File: src/rtl/pipe_stage_skid_reg.sv
// Pipeline stage register with stall/bubble/flush handling, a one-entry skid buffer
// that absorbs an item arriving while the source stage is stopped, and a stall-cycle counter.
module pipe_stage_skid_reg #(
   parameter int DATA_W  = 32,
   parameter int ADDR_W  = 32,
   parameter int STALL_W = 6,
   parameter int STAGE   = 1,
   parameter int CNT_W   = 8
) (
   input  logic               clk_i,
   input  logic               rst_i,
   input  logic [STALL_W-1:0] stall_i,
   input  logic               flush_i,
   input  logic               in_valid_i,
   input  logic [ADDR_W-1:0]  in_pc_i,
   input  logic [DATA_W-1:0]  in_data_i,
   output logic               out_valid_o,
   output logic [ADDR_W-1:0]  out_pc_o,
   output logic [DATA_W-1:0]  out_data_o,
   output logic               skid_full_o,
   output logic               overflow_o,
   output logic [CNT_W-1:0]   stall_cnt_o
);

   logic              out_valid_q, out_valid_d;
   logic [ADDR_W-1:0] out_pc_q,    out_pc_d;
   logic [DATA_W-1:0] out_data_q,  out_data_d;
   logic              skid_full_q, skid_full_d;
   logic [ADDR_W-1:0] skid_pc_q,   skid_pc_d;
   logic [DATA_W-1:0] skid_data_q, skid_data_d;
   logic              overflow_q,  overflow_d;
   logic [CNT_W-1:0]  stall_cnt_q, stall_cnt_d;

   logic src_stall;
   logic dst_stall;

   assign src_stall = stall_i[STAGE];
   assign dst_stall = stall_i[STAGE+1];

   // Only two bits of the core stall vector matter to this stage.
   logic unused_stall;
   assign unused_stall = ^stall_i;

   always_comb begin
      out_valid_d = out_valid_q;
      out_pc_d    = out_pc_q;
      out_data_d  = out_data_q;
      skid_full_d = skid_full_q;
      skid_pc_d   = skid_pc_q;
      skid_data_d = skid_data_q;
      overflow_d  = overflow_q;
      stall_cnt_d = '0;

      if (src_stall) begin
         if (stall_cnt_q != {CNT_W{1'b1}}) begin
            stall_cnt_d = stall_cnt_q + CNT_W'(1);
         end else begin
            stall_cnt_d = stall_cnt_q;
         end
      end

      if (flush_i) begin
         out_valid_d = 1'b0;
         out_pc_d    = '0;
         out_data_d  = '0;
         skid_full_d = 1'b0;
         skid_pc_d   = '0;
         skid_data_d = '0;
      end else if (!src_stall) begin
         if (skid_full_q) begin
            // Skid entry is older than the input, so it leaves first.
            out_valid_d = 1'b1;
            out_pc_d    = skid_pc_q;
            out_data_d  = skid_data_q;
            if (in_valid_i) begin
               skid_pc_d   = in_pc_i;
               skid_data_d = in_data_i;
            end else begin
               skid_full_d = 1'b0;
            end
         end else begin
            out_valid_d = in_valid_i;
            out_pc_d    = in_valid_i ? in_pc_i   : '0;
            out_data_d  = in_valid_i ? in_data_i : '0;
         end
      end else begin
         if (!dst_stall) begin
            out_valid_d = 1'b0;
            out_pc_d    = '0;
            out_data_d  = '0;
         end
         if (in_valid_i) begin
            if (!skid_full_q) begin
               skid_full_d = 1'b1;
               skid_pc_d   = in_pc_i;
               skid_data_d = in_data_i;
            end else begin
               overflow_d = 1'b1;
            end
         end
      end
   end

   always_ff @(posedge clk_i) begin
      if (rst_i) begin
         out_valid_q <= 1'b0;
         out_pc_q    <= '0;
         out_data_q  <= '0;
         skid_full_q <= 1'b0;
         skid_pc_q   <= '0;
         skid_data_q <= '0;
         overflow_q  <= 1'b0;
         stall_cnt_q <= '0;
      end else begin
         out_valid_q <= out_valid_d;
         out_pc_q    <= out_pc_d;
         out_data_q  <= out_data_d;
         skid_full_q <= skid_full_d;
         skid_pc_q   <= skid_pc_d;
         skid_data_q <= skid_data_d;
         overflow_q  <= overflow_d;
         stall_cnt_q <= stall_cnt_d;
      end
   end

   assign out_valid_o = out_valid_q;
   assign out_pc_o    = out_pc_q;
   assign out_data_o  = out_data_q;
   assign skid_full_o = skid_full_q;
   assign overflow_o  = overflow_q;
   assign stall_cnt_o = stall_cnt_q;

endmodule
File: config.mk
export PLATFORM = sky130hd
export DESIGN_NAME = pipe_stage_skid_reg
export DESIGN_NICKNAME = d
export VERILOG_FILES = /design/src/rtl/pipe_stage_skid_reg.sv
export SDC_FILE = /design/constraint.sdc
export NUM_CORES = 1
export LEC_CHECK = 0
export CAP_MARGIN = 20
export CELL_PAD_IN_SITES_DETAIL_PLACEMENT = 0
export CELL_PAD_IN_SITES_GLOBAL_PLACEMENT = 1
export CORE_UTILIZATION = 34
export CTS_CLUSTER_DIAMETER = 150
export DETAILED_ROUTE_END_ITERATION = 12
export PLACE_DENSITY_LB_ADDON = 0.2
export RECOVER_POWER = 25
export REMOVE_ABC_BUFFERS = 1
export SYNTH_ARGS = -nofsm -noshare
export SYNTH_HDL_FRONTEND = slang
export SYNTH_SLANG_ARGS = --single-unit
File: constraint.sdc
create_clock -name clk_i -period 1.45 [get_ports clk_i]
set_input_delay 0.435 -clock clk_i [delete_from_list [all_inputs] [get_ports clk_i]]
set_output_delay 0.435 -clock clk_i [all_outputs]
set_load 0.1 [all_outputs]
==> impl_results.md, run 1 <==
* Setup-failing EPs final at 43
* PortBufs at 144
* Least-Margin Pin Slew at 0.440 ns
* CTS H-Tree Depth at 4
* WL/cell at 18.0 microns
* Max_cap viols at 0
* Relative slew slack at 0.707
* Layout Utilization at 0.576
* Clock tree sinks at 139
* Largest net degree at the start of global routing at 47
* CP most frequent cell: buf_6
* HP Class: in -> reg
* Avg Inst Size Synth at 9.46 sq um
* TritonCTS clock tree: built
* Vias/cell at 5.37
* Failing checks: negative setup slack
* Starting DRC count in detailed routing at 282
* Final Cycle Share at 1.05
* Clk pin slew, worst setup/hold paths at 0.06 ns
* Detail Route Antenna Nets at 0
* RSZ-0062 raised after global routing: yes
* Vias in the first global route at 5,311
* GR Overflow Total at 0
* Final worst slack at -0.0765 ns
* Setup Skew at 0.00605 ns
* Arr. time, crit path at 1.86 ns
* CTS Buffer Depth at 2
* Sequential fraction of the synthesis area at 0.460
* GRT Total Usage at 0.205
* CP startpoint kind: flip-flop
* Standard-cell rows at 48
* Post-Route WL at 18.7 mm
* Clk_lat worst skew at 0.41 ns
* Critical Path RT at 1.79 ns
* Initial Utilization at 0.348
* Worst hold slack at 0.370 ns
* Core Region at 17,400 sq um
* Ratio of cells with drive above 1 in the final layout at 0.431
* CP max stage cell: dfxtp_4
* Die height at 135 microns
* Global-route wire length before repair at 28.8 mm
* Syn Inst Count at 639
* Post-Synthesis Cell Area at 6050 sq um
* VDD IR-drop max at 0.899 mV
* Die ar. at 18,300 sq um
* FMAX at 655 MHz
* Post-placement cell area at 8610 sq um
* Placer congestion estimate at 0.787
* Max-slew violations at 0
* Hold Fails Final Rpt at 0
* Unique cell type count in the Yosys netlist at 37
* Total power at 0.0107 W
* Outcome: complete, but fails checks
* Fillers at 1,433
* CP Capture Type: flip-flop
* Fin crit period at 1.53 ns
* Initial antenna violation count at 1
* Sum Neg Setup Slack at -1.01 ns
* Critical Path Fanout Max at 6
* Critical path class: reg -> reg
* Pwr dens at 1070 nW/um^2
* Synth warn at 0
* Yosys reg bits at 139
* Die X at 135 microns
* I/O Pins at 149
* CP peak stage delay at 0.37 ns
* Area grow syn2layout at 65.3%
* Critical-path cell list: buf_12, buf_16, xor2_4, buf_6, buf_6, clkbuf_16, nand3_1, a21oi_1
* Post-DP HPWL at 10.6 mm
* # DRC at 0
* Leakage power at 3.65 nW
* CTS buffer count at 17
* Root Buffer: clkbuf_16
* Fin area at 10000 sq um
* Layout net count at 874
* First drt pass iteration count at 6
* Total number of vias at 5,576
==> cells in the final DEF, fill, tap and decap left out, types with 26 or more instances in the layout <==
| cell | instances |
|---|---|
| nor2_1 | 66 |
| buf_4 | 27 |
| o21ai_0 | 38 |
| clkdlybuf4s50_1 | 67 |
| buf_12 | 78 |
| a21oi_1 | 55 |
| nand3_1 | 64 |
| mux2_4 | 38 |
| mux2_2 | 26 |
| a22oi_1 | 40 |
| dfxtp_1 | 73 |
| o21ai_1 | 28 |
| dfxtp_2 | 60 |
==> cell usage after synthesis <==
cell type / count / share of area
a211oi_1: 2 / 0.0025
a21boi_0: 1 / 0.0012
a21oi_1: 69 / 0.057
a22oi_1: 62 / 0.077
a22oi_2: 2 / 0.0041
a31oi_1: 2 / 0.0021
a41oi_1: 1 / 0.0014
and2_1: 1 / 0.0010
and3_1: 1 / 0.0010
and4_1: 1 / 0.0014
buf_1: 4 / 0.0025
buf_2: 18 / 0.015
buf_4: 3 / 0.0037
buf_6: 12 / 0.022
clkbuf_1: 29 / 0.018
clkinv_1: 1 / 0.00062
dfxtp_1: 139 / 0.46
ha_1: 1 / 0.0021
inv_1: 2 / 0.0012
mux2_2: 26 / 0.048
mux2_4: 38 / 0.094
mux2i_1: 1 / 0.0017
nand2_1: 4 / 0.0025
nand2b_1: 3 / 0.0031
nand3_1: 67 / 0.055
nand4_1: 2 / 0.0021
nor2_1: 66 / 0.041
nor2b_1: 1 / 0.0010
nor3_1: 7 / 0.0058
o211a_1: 1 / 0.0017
o21ai_0: 56 / 0.046
o21ai_1: 11 / 0.0091
o21ba_2: 1 / 0.0017
or2_2: 1 / 0.0010
or4_1: 1 / 0.0012
xnor2_4: 1 / 0.0046
xor2_4: 1 / 0.0046
==> layer usage <==
layer / part of all wire / global-route usage / vias to the layer above / wire [microns]
met5: 0 / 0 / - / 0
li1: - / - / 2655 / -
met3: 0.044 / 0.0434 / 28 / 830
met1: 0.45 / 0.261 / 2718 / 8460
met2: 0.48 / 0.337 / 175 / 8940
met4: 0.024 / 0.0818 / 0 / 452
==> area by class of cell <==
type | count | area [sq um] | area share
multi-input cells | 431 | 3110 | 0.311
repair buffers | 207 | 3040 | 0.304
flip-flops and latches | 139 | 2880 | 0.288
clock buffers | 23 | 488 | 0.0488
well taps | 225 | 282 | 0.0282
clock inverters | 9 | 183 | 0.0183
inverters | 3 | 11.3 | 0.00113
diodes | 1 | 2.50 | 0.000250
==> sequential cells by signal, indices dropped and copies added, names as in the netlist <==
register     count
overflow_o       1
skid_full_o      1
out_pc_o        32
stall_cnt_o      8
skid_data_q     32
out_valid_o      1
out_data_o      32
skid_pc_q       32
==> timing repair <==
action                                  CTS  global route
pin swaps                                 3             7
cloned                                    6             3
resized for setup                        48           105
endpoints found under the hold margin     0             0
hold buffers                              0             0
endpoints found under the setup margin   37           158
buffers inserted                         18             4
==> metrics by stage <==
step | worst slack, ns | std cells
CTS | -0.0913 | 1030
finish | -0.0765 | 1038
floorplan | -3.23 | 573
global placement | -0.407 | 978
detailed placement | -0.461 | 978
global route | -0.140 | 1038
==> path summary, 6_finish.rpt <==
path	to	slack, ns	from	depth (start not counted)
hold / removal	skid_full_o	0.37	in_valid_i	3
hold reg to reg	skid_data_q[20]	0.48	skid_data_q[20]	2
setup / recovery	skid_data_q[18]	-0.08	skid_full_o	8
setup reg to reg	skid_data_q[18]	-0.08	skid_full_o	8
==> cell families (layout without fill, tap and decap cells) <==
logic type | count (synthesis) | after routing | share of synthesized area
xor gates and xnor gates | 2 | 2 | 0.00911
DFF | 139 | 139 | 0.460
adders and majority gates | 1 | 1 | 0.00207
other | 0 | 1 | 0
buffers and inverters | 69 | 242 | 0.0633
muxes | 65 | 65 | 0.144
AOI/OAI and AO/OA | 208 | 208 | 0.204
and+or+nand+nor | 155 | 155 | 0.117
==> worst max-delay path: cells and delay by family (launching register included) <==
kind	cells	cell delay (ns)
XOR/XNOR	1	0.18
AND/OR/NAND/NOR	1	0.08
AO/OA/AOI/OAI	1	0.16
flip-flops	1	0.37
buffers and inverters	5	0.66
==> power by group <==
group	internal (W)	switching [W]	total, W
Combinational	0.000836	0.000932	0.00177
Clock	0.00325	0.00166	0.00491
Sequential	0.00390	0.0000691	0.00397
Power figures use the tool's default switching activity.
==> inputs of run 2 (changes only) <==
Settings changed: CELL_PAD_IN_SITES_DETAIL_PLACEMENT 0 to 1, CELL_PAD_IN_SITES_GLOBAL_PLACEMENT 1 to 2, CORE_UTILIZATION 34 to 27.
==> run 2 against run 1 <==
The run still ends with negative setup slack left. Sequential cell count unchanged. Global-route usage decreased by 2.3 points. Count of clock-buffer cells in the layout decreased by 2. Via count increased by 2.4%. Wire length increased by 25%. Sequential power about the same. Setup slack improved by 0.0059 ns. Critical path type unchanged. Critical endpoint is now out_pc_o[3].
==> impl_results.md, run 2 (synthesis gave the netlist of run 1 again) <==
* Flop-to-flop setup slack at -0.07 ns
* Core Region at 21,900 sq um
* Standard-cell rows at 54
* Final worst slack at -0.0706 ns
* Clock tree sinks at 139
* Fillers at 2,329
* First drt pass iteration count at 4
* CTS buffer count at 17
* CP Capture Type: flip-flop
* Die height at 152 microns
* HP Class: reg -> reg
* Failing checks: negative setup slack
* Least-Margin Pin Slew at 0.331 ns
* Pwr dens at 1000 nW/um^2
* Final Cycle Share at 1.05
* GR Overflow Total at 0
* Arr. time, crit path at 1.87 ns
* Critical Path Fanout Max at 9
* Max_cap viols at 0
* Crit path to: out_pc_o[3]
* CTS H-Tree Depth at 4
* Clk pin slew, worst setup/hold paths at 0.06 ns
* Die X at 152 microns
* Area grow syn2layout at 72.3%
* Die ar. at 23,000 sq um
* CP startpoint kind: flip-flop
* CP peak stage delay at 0.36 ns
* Relative slew slack at 0.779
* FF-to-FF Start: skid_full_o
* Post-DP HPWL at 12.6 mm
* FMAX at 658 MHz
* GRT Total Usage at 0.182
* # DRC at 0
* Initial Utilization at 0.276
* Leakage power at 3.81 nW
* Max-slew violations at 0
* Global-route wire length before repair at 32.1 mm
* CP max stage cell: dfxtp_4
* Starting DRC count in detailed routing at 196
* Commonest non-fill, non-tap cell in the layout: buf_12
* WL/cell at 21.0 microns
* Total number of vias at 5,710
* Setup WS pre-CTS at -0.471 ns
* Reg2reg end: out_pc_o[3]
* Hold Fails Final Rpt at 0
* Ratio of cells with drive above 1 in the final layout at 0.470
* Critical Path RT at 1.80 ns
* Largest net degree at the start of global routing at 48
* Detail Route Antenna Nets at 0
* Placer congestion estimate at 0.722
* PortBufs at 144
* Post-Route WL at 23.5 mm
* Clk_lat worst skew at 0.42 ns
* TritonCTS clock tree: built
* I/O Pins at 149
* Critical-path cell list: buf_4, buf_12, o21ba_4, clkbuf_16, a22oi_1, nor2_1
* Critical path startpoint: skid_full_o
* VDD IR-drop max at 0.761 mV
* Setup-failing EPs final at 77
* Vias/cell at 5.12
* CTS Buffer Depth at 2
* Fin crit period at 1.52 ns
* Initial antenna violation count at 0
* Layout net count at 899
* CTS Hold Bufs at 0
* Cells on worst reg2reg path at 6
* Most frequent cells in the layout: buf_12, nand3_1, clkdlybuf4s50_1, dfxtp_1, nor2_1
* Vias in the first global route at 6,044
* Root Buffer: clkbuf_16
* Antenna Cells at 0
* Setup Skew at 0.00805 ns
* Outcome: complete, but fails checks
* Worst hold slack at 0.469 ns
* Critical path class: reg -> reg
* RSZ-0062 raised after global routing: yes
[run 2: report_power, final]
part	switching [W]	internal, W
Combinational	0.00102	0.000905
Clock	0.00173	0.00284
Sequential	0.0000750	0.00390
[run 2: worst max-delay path, delay by kind of cell (launching register included)]
| family | cells | cell delay [ns] |
|---|---|---|
| AND/OR/NAND/NOR | 1 | 0.11 |
| flip-flops | 1 | 0.36 |
| AO/OA/AOI/OAI | 2 | 0.41 |
| buffers and inverters | 3 | 0.56 |
[run 2: worst min-delay path by stage]
stage	slack, ns	cells after the start	start	endpoint
floorplan	0.45	2	skid_data_q[27]	skid_data_q[27]
global placement	0.46	2	skid_pc_q[3]	skid_pc_q[3]
detailed placement	0.47	2	skid_pc_q[9]	skid_pc_q[9]
CTS	0.48	2	skid_pc_q[9]	skid_pc_q[9]
global route	0.49	2	skid_data_q[12]	skid_data_q[12]
finish	0.47	2	skid_pc_q[20]	skid_pc_q[20]
[run 2: area by class of cell]
class	instances	area (sq um)	share of cell area
Clock buffer	21	470	0.0452
Clock inverter	10	139	0.0133
Inverter	3	11.3	0.00108
Multi-Input combinational cell	431	3140	0.301
Sequential cell	139	2890	0.278
Tap cell	280	350	0.0336
Timing Repair Buffer	232	3420	0.328
[run 2: metal layers]
metal,vias up,wire length (microns),track usage
met4,0,367,0.0559
met5,-,0,0
met3,28,947,0.0437
met1,2867,10200,0.218
li1,2685,-,-
met2,130,12000,0.318
[run 2: what timing repair did]
| item | CTS | global route |
|---|---|---|
| buffers inserted | 9 | 6 |
| cloned | 1 | 19 |
| endpoints found under the setup margin | 57 | 164 |
| resized for setup | 66 | 133 |
| pin swaps | 1 | 3 |
[run 2: stage by stage]
step	util	setup TNS [ns]	cells	area, sq um	power, W
2_1_floorplan	-	-415.87	573	5680	0.00483
3_3_place_gp	0.404	-50.97	1053	8840	0.00561
3_5_place_dp	0.404	-54.91	1053	8840	0.00565
4_1_cts	0.441	-2.25	1092	9650	0.0103
5_1_grt	0.476	-9.03	1116	10400	0.0109
6_report	0.476	-1.80	1116	10400	0.0105
